[config.mk]
export PLATFORM = sky130hd
export DESIGN_NAME = mdu_sequencer
export DESIGN_NICKNAME = d
export VERILOG_FILES = /design/src/rtl/mdu_pkg.sv /design/src/rtl/mdu_div_step.sv /design/src/rtl/mdu_sequencer.sv
export SDC_FILE = /design/constraint.sdc
export NUM_CORES = 2
export LEC_CHECK = 0
export ABC_AREA = 1
export CORE_ASPECT_RATIO = 0.8
export CORE_MARGIN = 2
export CORE_UTILIZATION = 30
export CTS_BUF_LIST = sky130_fd_sc_hd__clkbuf_4 sky130_fd_sc_hd__clkbuf_8
export CTS_CLUSTER_DIAMETER = 200
export DETAILED_ROUTE_END_ITERATION = 12
export SKIP_CTS_REPAIR_TIMING = 1
export SLEW_MARGIN = 20
export SYNTH_ARGS = -nofsm -noshare
export SYNTH_HDL_FRONTEND = slang
export SYNTH_HIERARCHICAL = 1
export SYNTH_SLANG_ARGS = --single-unit
[constraint.sdc]
create_clock -name clk -period 9.1 [get_ports clk]
set_input_delay 2.73 -clock clk [delete_from_list [all_inputs] [get_ports clk]]
set_output_delay 2.73 -clock clk [all_outputs]
set_load 0.02 [all_outputs]
[src/rtl/mdu_pkg.sv]
// mdu_pkg: shared types, sizes and operation-decode helpers for the multiply/divide unit
package mdu_pkg;
  localparam int MDU_XLEN      = 32;
  localparam int MDU_DIV_ITERS = 32;

  typedef enum logic [2:0] {
    MDU_MUL, MDU_MULH, MDU_MULHSU, MDU_MULHU, MDU_DIV, MDU_DIVU, MDU_REM, MDU_REMU
  } risk_mdu_e;

  typedef struct packed {
    logic      enable;
    risk_mdu_e operation;
  } mdu_control_t;

  typedef enum logic [2:0] {IDLE, MUL, DIV, FIX, DONE} mdu_state_e;

  function automatic logic is_mdu_div(risk_mdu_e op);
    return op inside {MDU_DIV, MDU_DIVU, MDU_REM, MDU_REMU};
  endfunction

  function automatic logic is_mdu_rem(risk_mdu_e op);
    return op inside {MDU_REM, MDU_REMU};
  endfunction

  function automatic logic is_mdu_signed_op1(risk_mdu_e op);
    return op inside {MDU_MULH, MDU_MULHSU, MDU_DIV, MDU_REM};
  endfunction

  function automatic logic is_mdu_signed_op2(risk_mdu_e op);
    return op inside {MDU_MULH, MDU_DIV, MDU_REM};
  endfunction
endpackage

[src/rtl/mdu_div_step.sv]
// mdu_div_step: one combinational restoring-division step on unsigned magnitudes
module mdu_div_step import mdu_pkg::*; (
  input  logic [MDU_XLEN-1:0] rem_i,
  input  logic [MDU_XLEN-1:0] quo_i,
  input  logic [MDU_XLEN-1:0] div_i,
  output logic [MDU_XLEN-1:0] rem_o,
  output logic [MDU_XLEN-1:0] quo_o
);
  logic [MDU_XLEN:0] sh;
  logic              ge;

  // shift the next dividend bit into the partial remainder and subtract if it fits
  always_comb begin
    sh    = {rem_i, quo_i[MDU_XLEN-1]};
    ge    = sh >= {1'b0, div_i};
    rem_o = ge ? sh[MDU_XLEN-1:0] - div_i : sh[MDU_XLEN-1:0];
    quo_o = {quo_i[MDU_XLEN-2:0], ge};
  end
endmodule

[src/rtl/mdu_sequencer.sv]
// mdu_sequencer: multi-cycle MUL/DIV/REM sequencer holding its result on a valid/ready handshake.
// Define MDU_DIV_EARLY_OUT_EN to skip the divide loop for divide-by-zero and signed overflow.
module mdu_sequencer import mdu_pkg::*; (
  input  logic                clk,
  input  logic                rst_n,
  input  logic                i_valid,
  input  mdu_control_t        i_mdu_control,
  input  logic [MDU_XLEN-1:0] i_op1,
  input  logic [MDU_XLEN-1:0] i_op2,
  input  logic [4:0]          i_rd,
  input  logic                i_flush,
  output logic                o_ready,
  output logic                o_busy,
  output logic                o_valid,
  input  logic                i_ready,
  output logic [MDU_XLEN-1:0] o_result,
  output logic [4:0]          o_rd
);
  localparam logic [MDU_XLEN-1:0] MIN_NEG = {1'b1, {(MDU_XLEN-1){1'b0}}};

  mdu_state_e            state_q;
  risk_mdu_e             op_q, op_i;
  logic [MDU_XLEN-1:0]   op1_q, op2_q, rem_q, quo_q, dvs_q, res_q;
  logic [MDU_XLEN-1:0]   rem_d, quo_d, q_fix, r_fix;
  logic [2*MDU_XLEN-1:0] prod_d;
  logic [4:0]            rd_q, cnt_q;
  logic                  dz, ovf, early;

  assign op_i     = i_mdu_control.operation;
  assign o_ready  = state_q == IDLE;
  assign o_busy   = state_q != IDLE;
  assign o_valid  = state_q == DONE;
  assign o_result = res_q;
  assign o_rd     = rd_q;

`ifdef MDU_DIV_EARLY_OUT_EN
  assign early = is_mdu_div(op_i) & ((i_op2 == '0) | (is_mdu_signed_op1(op_i) & (i_op1 == MIN_NEG) & (&i_op2)));
`else
  assign early = 1'b0;
`endif

  mdu_div_step u_step (
    .rem_i(rem_q),
    .quo_i(quo_q),
    .div_i(dvs_q),
    .rem_o(rem_d),
    .quo_o(quo_d)
  );

  // extended product and the sign/special-case corrected divide results
  always_comb begin
    prod_d = {{MDU_XLEN{is_mdu_signed_op1(op_q) & op1_q[MDU_XLEN-1]}}, op1_q} *
             {{MDU_XLEN{is_mdu_signed_op2(op_q) & op2_q[MDU_XLEN-1]}}, op2_q};
    dz     = op2_q == '0;
    ovf    = is_mdu_signed_op1(op_q) & (op1_q == MIN_NEG) & (&op2_q);
    q_fix  = dz ? '1 : ovf ? MIN_NEG :
             (is_mdu_signed_op1(op_q) & (op1_q[MDU_XLEN-1] ^ op2_q[MDU_XLEN-1])) ? -quo_q : quo_q;
    r_fix  = dz ? op1_q : ovf ? '0 : (is_mdu_signed_op1(op_q) & op1_q[MDU_XLEN-1]) ? -rem_q : rem_q;
  end

  // sequencer FSM: accept, multiply or iterate the divider, correct, then hold until consumed
  always_ff @(posedge clk or negedge rst_n) begin
    if (!rst_n) begin
      state_q <= IDLE;
      op_q    <= MDU_MUL;
      op1_q   <= '0;
      op2_q   <= '0;
      rem_q   <= '0;
      quo_q   <= '0;
      dvs_q   <= '0;
      res_q   <= '0;
      rd_q    <= '0;
      cnt_q   <= '0;
    end else if (i_flush) begin
      state_q <= IDLE;
    end else begin
      case (state_q)
        IDLE: if (i_valid & i_mdu_control.enable) begin
          op_q    <= op_i;
          op1_q   <= i_op1;
          op2_q   <= i_op2;
          rd_q    <= i_rd;
          rem_q   <= '0;
          quo_q   <= (is_mdu_signed_op1(op_i) & i_op1[MDU_XLEN-1]) ? -i_op1 : i_op1;
          dvs_q   <= (is_mdu_signed_op2(op_i) & i_op2[MDU_XLEN-1]) ? -i_op2 : i_op2;
          cnt_q   <= '0;
          state_q <= is_mdu_div(op_i) ? (early ? FIX : DIV) : MUL;
        end
        MUL: begin
          res_q   <= (op_q == MDU_MUL) ? prod_d[MDU_XLEN-1:0] : prod_d[2*MDU_XLEN-1:MDU_XLEN];
          state_q <= DONE;
        end
        DIV: begin
          rem_q   <= rem_d;
          quo_q   <= quo_d;
          cnt_q   <= cnt_q + 5'd1;
          state_q <= (cnt_q == 5'(MDU_DIV_ITERS - 1)) ? FIX : DIV;
        end
        FIX: begin
          res_q   <= is_mdu_rem(op_q) ? r_fix : q_fix;
          state_q <= DONE;
        end
        DONE: if (i_ready) state_q <= IDLE;
        default: state_q <= IDLE;
      endcase
    end
  end
endmodule

==> metrics.txt <==
# TYPE chip_impl_metric gauge
chip_impl_metric{name="numCtsBuffers",unit=""} 41
chip_impl_metric{name="drt-pass1-iter-count",unit=""} 7
chip_impl_metric{name="buffer_ports.inserted",unit=""} 117
chip_impl_metric{name="wire_length_of_the_first_global_routing_pass",unit="mm"} 326
chip_impl_info{name="critical_path.startpoint_type",value="flop"} 1
chip_impl_info{name="path_delay_family",value="adder cells"} 1
chip_impl_metric{name="timing_hold_violations_final",unit=""} 0
chip_impl_metric{name="finalClockSkew",unit="ps"} 60.3
chip_impl_info{name="hold_path_startpoint",value="o_rd[3]$_DFFE_PN0P_"} 1
chip_impl_metric{name="tightestPinTransition",unit="ps"} 1190
chip_impl_info{name="holdPathEnd",value="o_rd[3]$_DFFE_PN0P_"} 1
chip_impl_metric{name="tns",unit="ps"} 0
chip_impl_metric{name="synth-warning-count",unit=""} 6
chip_impl_metric{name="grt_remaining_overflow",unit=""} 0
chip_impl_metric{name="drt.antenna.violating_nets",unit=""} 0
chip_impl_metric{name="synth_async_sr_flop_share",unit="%"} 100
chip_impl_metric{name="avgSynthCellArea",unit="um^2"} 7.37
chip_impl_info{name="timing.critical_path.to_type",value="flop"} 1
chip_impl_metric{name="netlist.area_leader.share",unit="%"} 40.0
chip_impl_metric{name="die_w",unit="um"} 488
chip_impl_metric{name="critical_path_buf_inv_count",unit=""} 6
chip_impl_metric{name="grt_antenna_before_repair",unit=""} 4
chip_impl_metric{name="synth-seq-cells",unit=""} 207
chip_impl_metric{name="grt_start_max_net_pins",unit=""} 137
chip_impl_metric{name="synthToLayoutAreaGrowth",unit="%"} 9.17
chip_impl_info{name="worst_r2r_endpoint",value="o_result[6]$_DFFE_PN0P_"} 1
chip_impl_metric{name="die_outline_area",unit="um^2"} 191000
chip_impl_metric{name="fin_area",unit="um^2"} 61500
chip_impl_metric{name="design.final.nets",unit=""} 9045
chip_impl_metric{name="drv_slew",unit=""} 0
chip_impl_metric{name="dr_total_vias",unit=""} 49800
chip_impl_metric{name="sequential_to_total_area_share_from_yosys_stat",unit="%"} 9.20
chip_impl_metric{name="worst_skew_pair_latency",unit="ps"} 700
chip_impl_metric{name="finalWorstPathRequiredPeriod",unit="ps"} 8680
chip_impl_metric{name="regToRegSetupSlack",unit="ps"} 420
chip_impl_metric{name="synth_enable_flop_cells",unit=""} 0
chip_impl_metric{name="netlist_area",unit="um^2"} 56300
chip_impl_metric{name="vias_in_the_first_global_route",unit=""} 50100
chip_impl_metric{name="final-setup-viol-count",unit=""} 0
chip_impl_metric{name="place_area",unit="um^2"} 60500
chip_impl_metric{name="clock-sinks",unit=""} 207
chip_impl_metric{name="fin_worst_hold_slack",unit="ps"} 469
chip_impl_info{name="routed.top_layer",value="met5"} 1
chip_impl_info{name="crit_type",value="reg2reg"} 1
chip_impl_info{name="grt_setup_unrepaired",value="no"} 1
chip_impl_metric{name="n_fill_cell",unit=""} 20200
chip_impl_metric{name="detailroute.wirelength.met2",unit="mm"} 88.4
chip_impl_metric{name="mappedNetlistNets",unit=""} 9097
chip_impl_metric{name="critical_path_depth",unit=""} 27
chip_impl_metric{name="post_drt_wl_per_cell",unit="um"} 21.2
chip_impl_metric{name="synth_cell_type_count",unit=""} 54
chip_impl_metric{name="place.detailed.hpwl",unit="mm"} 181
chip_impl_metric{name="detailedRoute.firstIterationViolations",unit=""} 5251
chip_impl_metric{name="maxCapViolations",unit=""} 0
chip_impl_metric{name="post_drt_via_cell_ratio",unit=""} 4.90
chip_impl_info{name="run_status",value="complete, no violations"} 1
chip_impl_metric{name="clk_pin_slew",unit="ps"} 70
chip_impl_metric{name="drive_gt1_share",unit="%"} 4.38
chip_impl_info{name="yosysTopAreaCell",value="sky130_fd_sc_hd__fa_1"} 1
chip_impl_info{name="mostFrequentLayoutCell",value="sky130_fd_sc_hd__nand2_1"} 1
chip_impl_metric{name="critPathMaxStageDelay",unit="ps"} 1110
chip_impl_metric{name="route.met3.wl",unit="mm"} 24.3
chip_impl_metric{name="gp_congestion",unit=""} 1.01
chip_impl_info{name="regToRegStartpoint",value="op2_q[11]$_DFFE_PN0P_"} 1
chip_impl_metric{name="r2r_worst_path_depth",unit=""} 27
chip_impl_metric{name="boundaryPins",unit=""} 118
chip_impl_info{name="clock_tree_root_buffer_cell",value="sky130_fd_sc_hd__clkbuf_8"} 1
chip_impl_metric{name="synth_cells",unit=""} 7642
chip_impl_info{name="hold_path.class",value="reg2reg"} 1
chip_impl_metric{name="fin_crit_sh",unit="%"} 95.3
chip_impl_metric{name="grtUsageTotal",unit="%"} 22.8
chip_impl_metric{name="rows",unit=""} 142
chip_impl_metric{name="cp.required",unit="ps"} 9630
chip_impl_metric{name="detail_route.drc_violations",unit=""} 0
chip_impl_metric{name="relative_slew_slack",unit="%"} 20.9
chip_impl_info{name="final_cell_mix",value="sky130_fd_sc_hd__nand2_1, sky130_fd_sc_hd__inv_1, sky130_fd_sc_hd__fa_1"} 1
chip_impl_info{name="post_synth_main_area_contributors",value="sky130_fd_sc_hd__fa_1, sky130_fd_sc_hd__nand2_1, sky130_fd_sc_hd__inv_1"} 1
chip_impl_metric{name="m1WireLength",unit="mm"} 97.4
chip_impl_metric{name="cts_max_level",unit=""} 2
chip_impl_metric{name="crit_fanout",unit=""} 19
chip_impl_metric{name="cts_max_path_buffers",unit=""} 3
chip_impl_metric{name="worstHoldPathCells",unit=""} 2
chip_impl_info{name="cts_tree",value="built"} 1
chip_impl_metric{name="die-height",unit="um"} 392
chip_impl_metric{name="placeableCoreArea",unit="um^2"} 187000
chip_impl_metric{name="max_clock_freq",unit="MHz"} 115
chip_impl_info{name="ys_dominant_reg_cell",value="sky130_fd_sc_hd__dfrtp_1"} 1
chip_impl_info{name="critical-path-slowest-cell",value="sky130_fd_sc_hd__dfrtp_1"} 1
chip_impl_info{name="path_common_cell",value="sky130_fd_sc_hd__fa_1"} 1
chip_impl_metric{name="crit_arrival",unit="ps"} 9210
chip_impl_metric{name="routed_wirelength",unit="mm"} 215
chip_impl_metric{name="initial_core_util",unit="%"} 30.1
routing by layer:
layer  track usage [%]  up-vias
met5                 0        -
met4              4.24        4
met3              6.82      253
met2              32.7     2199
met1              33.6    25100
li1                  -    22200
sequential cells by signal (all words and copies together), names as in the netlist:
register and cells:
o_result 32, op1_q 32, op2_q 32, quo_q 32, rem_q 32, dvs_q 31, cnt_q 5, o_rd 5
op_q 3, state_q 3
worst min-delay path, stage by stage (launching register included):
cell,delay (ps)
sky130_fd_sc_hd__dfrtp_1,340
sky130_fd_sc_hd__nand2_1,50
sky130_fd_sc_hd__nand2_1,50
cell families (layout without fill, tap and decap cells):
kind of cell	count (synthesis)	in the layout	synth area share (%)
other	0	4	0
AND/OR/NAND/NOR	3013	3013	21.9
AO/OA/AOI/OAI	647	647	6.24
flip-flops	207	207	9.20
buffers and inverters	2331	2311	16.1
adder cells (fa/ha/maj)	1377	1377	45.6
XOR/XNOR	67	67	1.04
layout make-up:
type	instances	area [um^2]	share of cell area, %
flip-flops and latches	207	5180	8.43
clock inverters	8	145	0.236
clock buffers	67	853	1.39
inverters	1937	7270	11.8
diodes	4	10.0	0.0163
multi-input cells	5104	42100	68.5
repair buffers	299	2740	4.46
well taps	2520	3150	5.13
worst max path at each step:
stage	startpoint	end	slack (ps)
after global placement	op_q[0]$_DFFE_PN0P_	o_result[17]$_DFFE_PN0P_	500
after detailed placement	op_q[0]$_DFFE_PN0P_	o_result[17]$_DFFE_PN0P_	540
after CTS	op_q[0]$_DFFE_PN0P_	o_result[17]$_DFFE_PN0P_	470
after global routing	op2_q[11]$_DFFE_PN0P_	o_result[6]$_DFFE_PN0P_	100
after floorplan	op_q[1]$_DFFE_PN0P_	o_result[30]$_DFFE_PN0P_	1140
final	op2_q[11]$_DFFE_PN0P_	o_result[6]$_DFFE_PN0P_	420
synthesized netlist by cell type, drive strengths merged (8+ instances only):
cell    count
nand4      61
inv      1935
and2        9
nor4       26
nand3b     22
o22ai       8
o21ai     307
dfrtp     207
a31oi       9
o21bai     12
nor2      459
clkbuf    246
a21oi     238
xor2       60
nand2    2062
fa       1126
nand3     313
o211ai     36
buf       148
nor3       54
ha        251
stage by stage:
| step | cells | util (%) | setup WS, ps |
|---|---|---|---|
| after floorplan | 7642 | - | 1140 |
| after global placement | 10100 | 32.4 | 496 |
| after detailed placement | 10100 | 32.4 | 538 |
| after CTS | 10100 | 32.9 | 467 |
| after global routing | 10100 | 32.9 | 99.7 |
| final | 10100 | 32.9 | 424 |
Power is left out: the tool's default activity adds up to more than one toggle a clock period on the data nets, which glitch-free logic cannot reach.
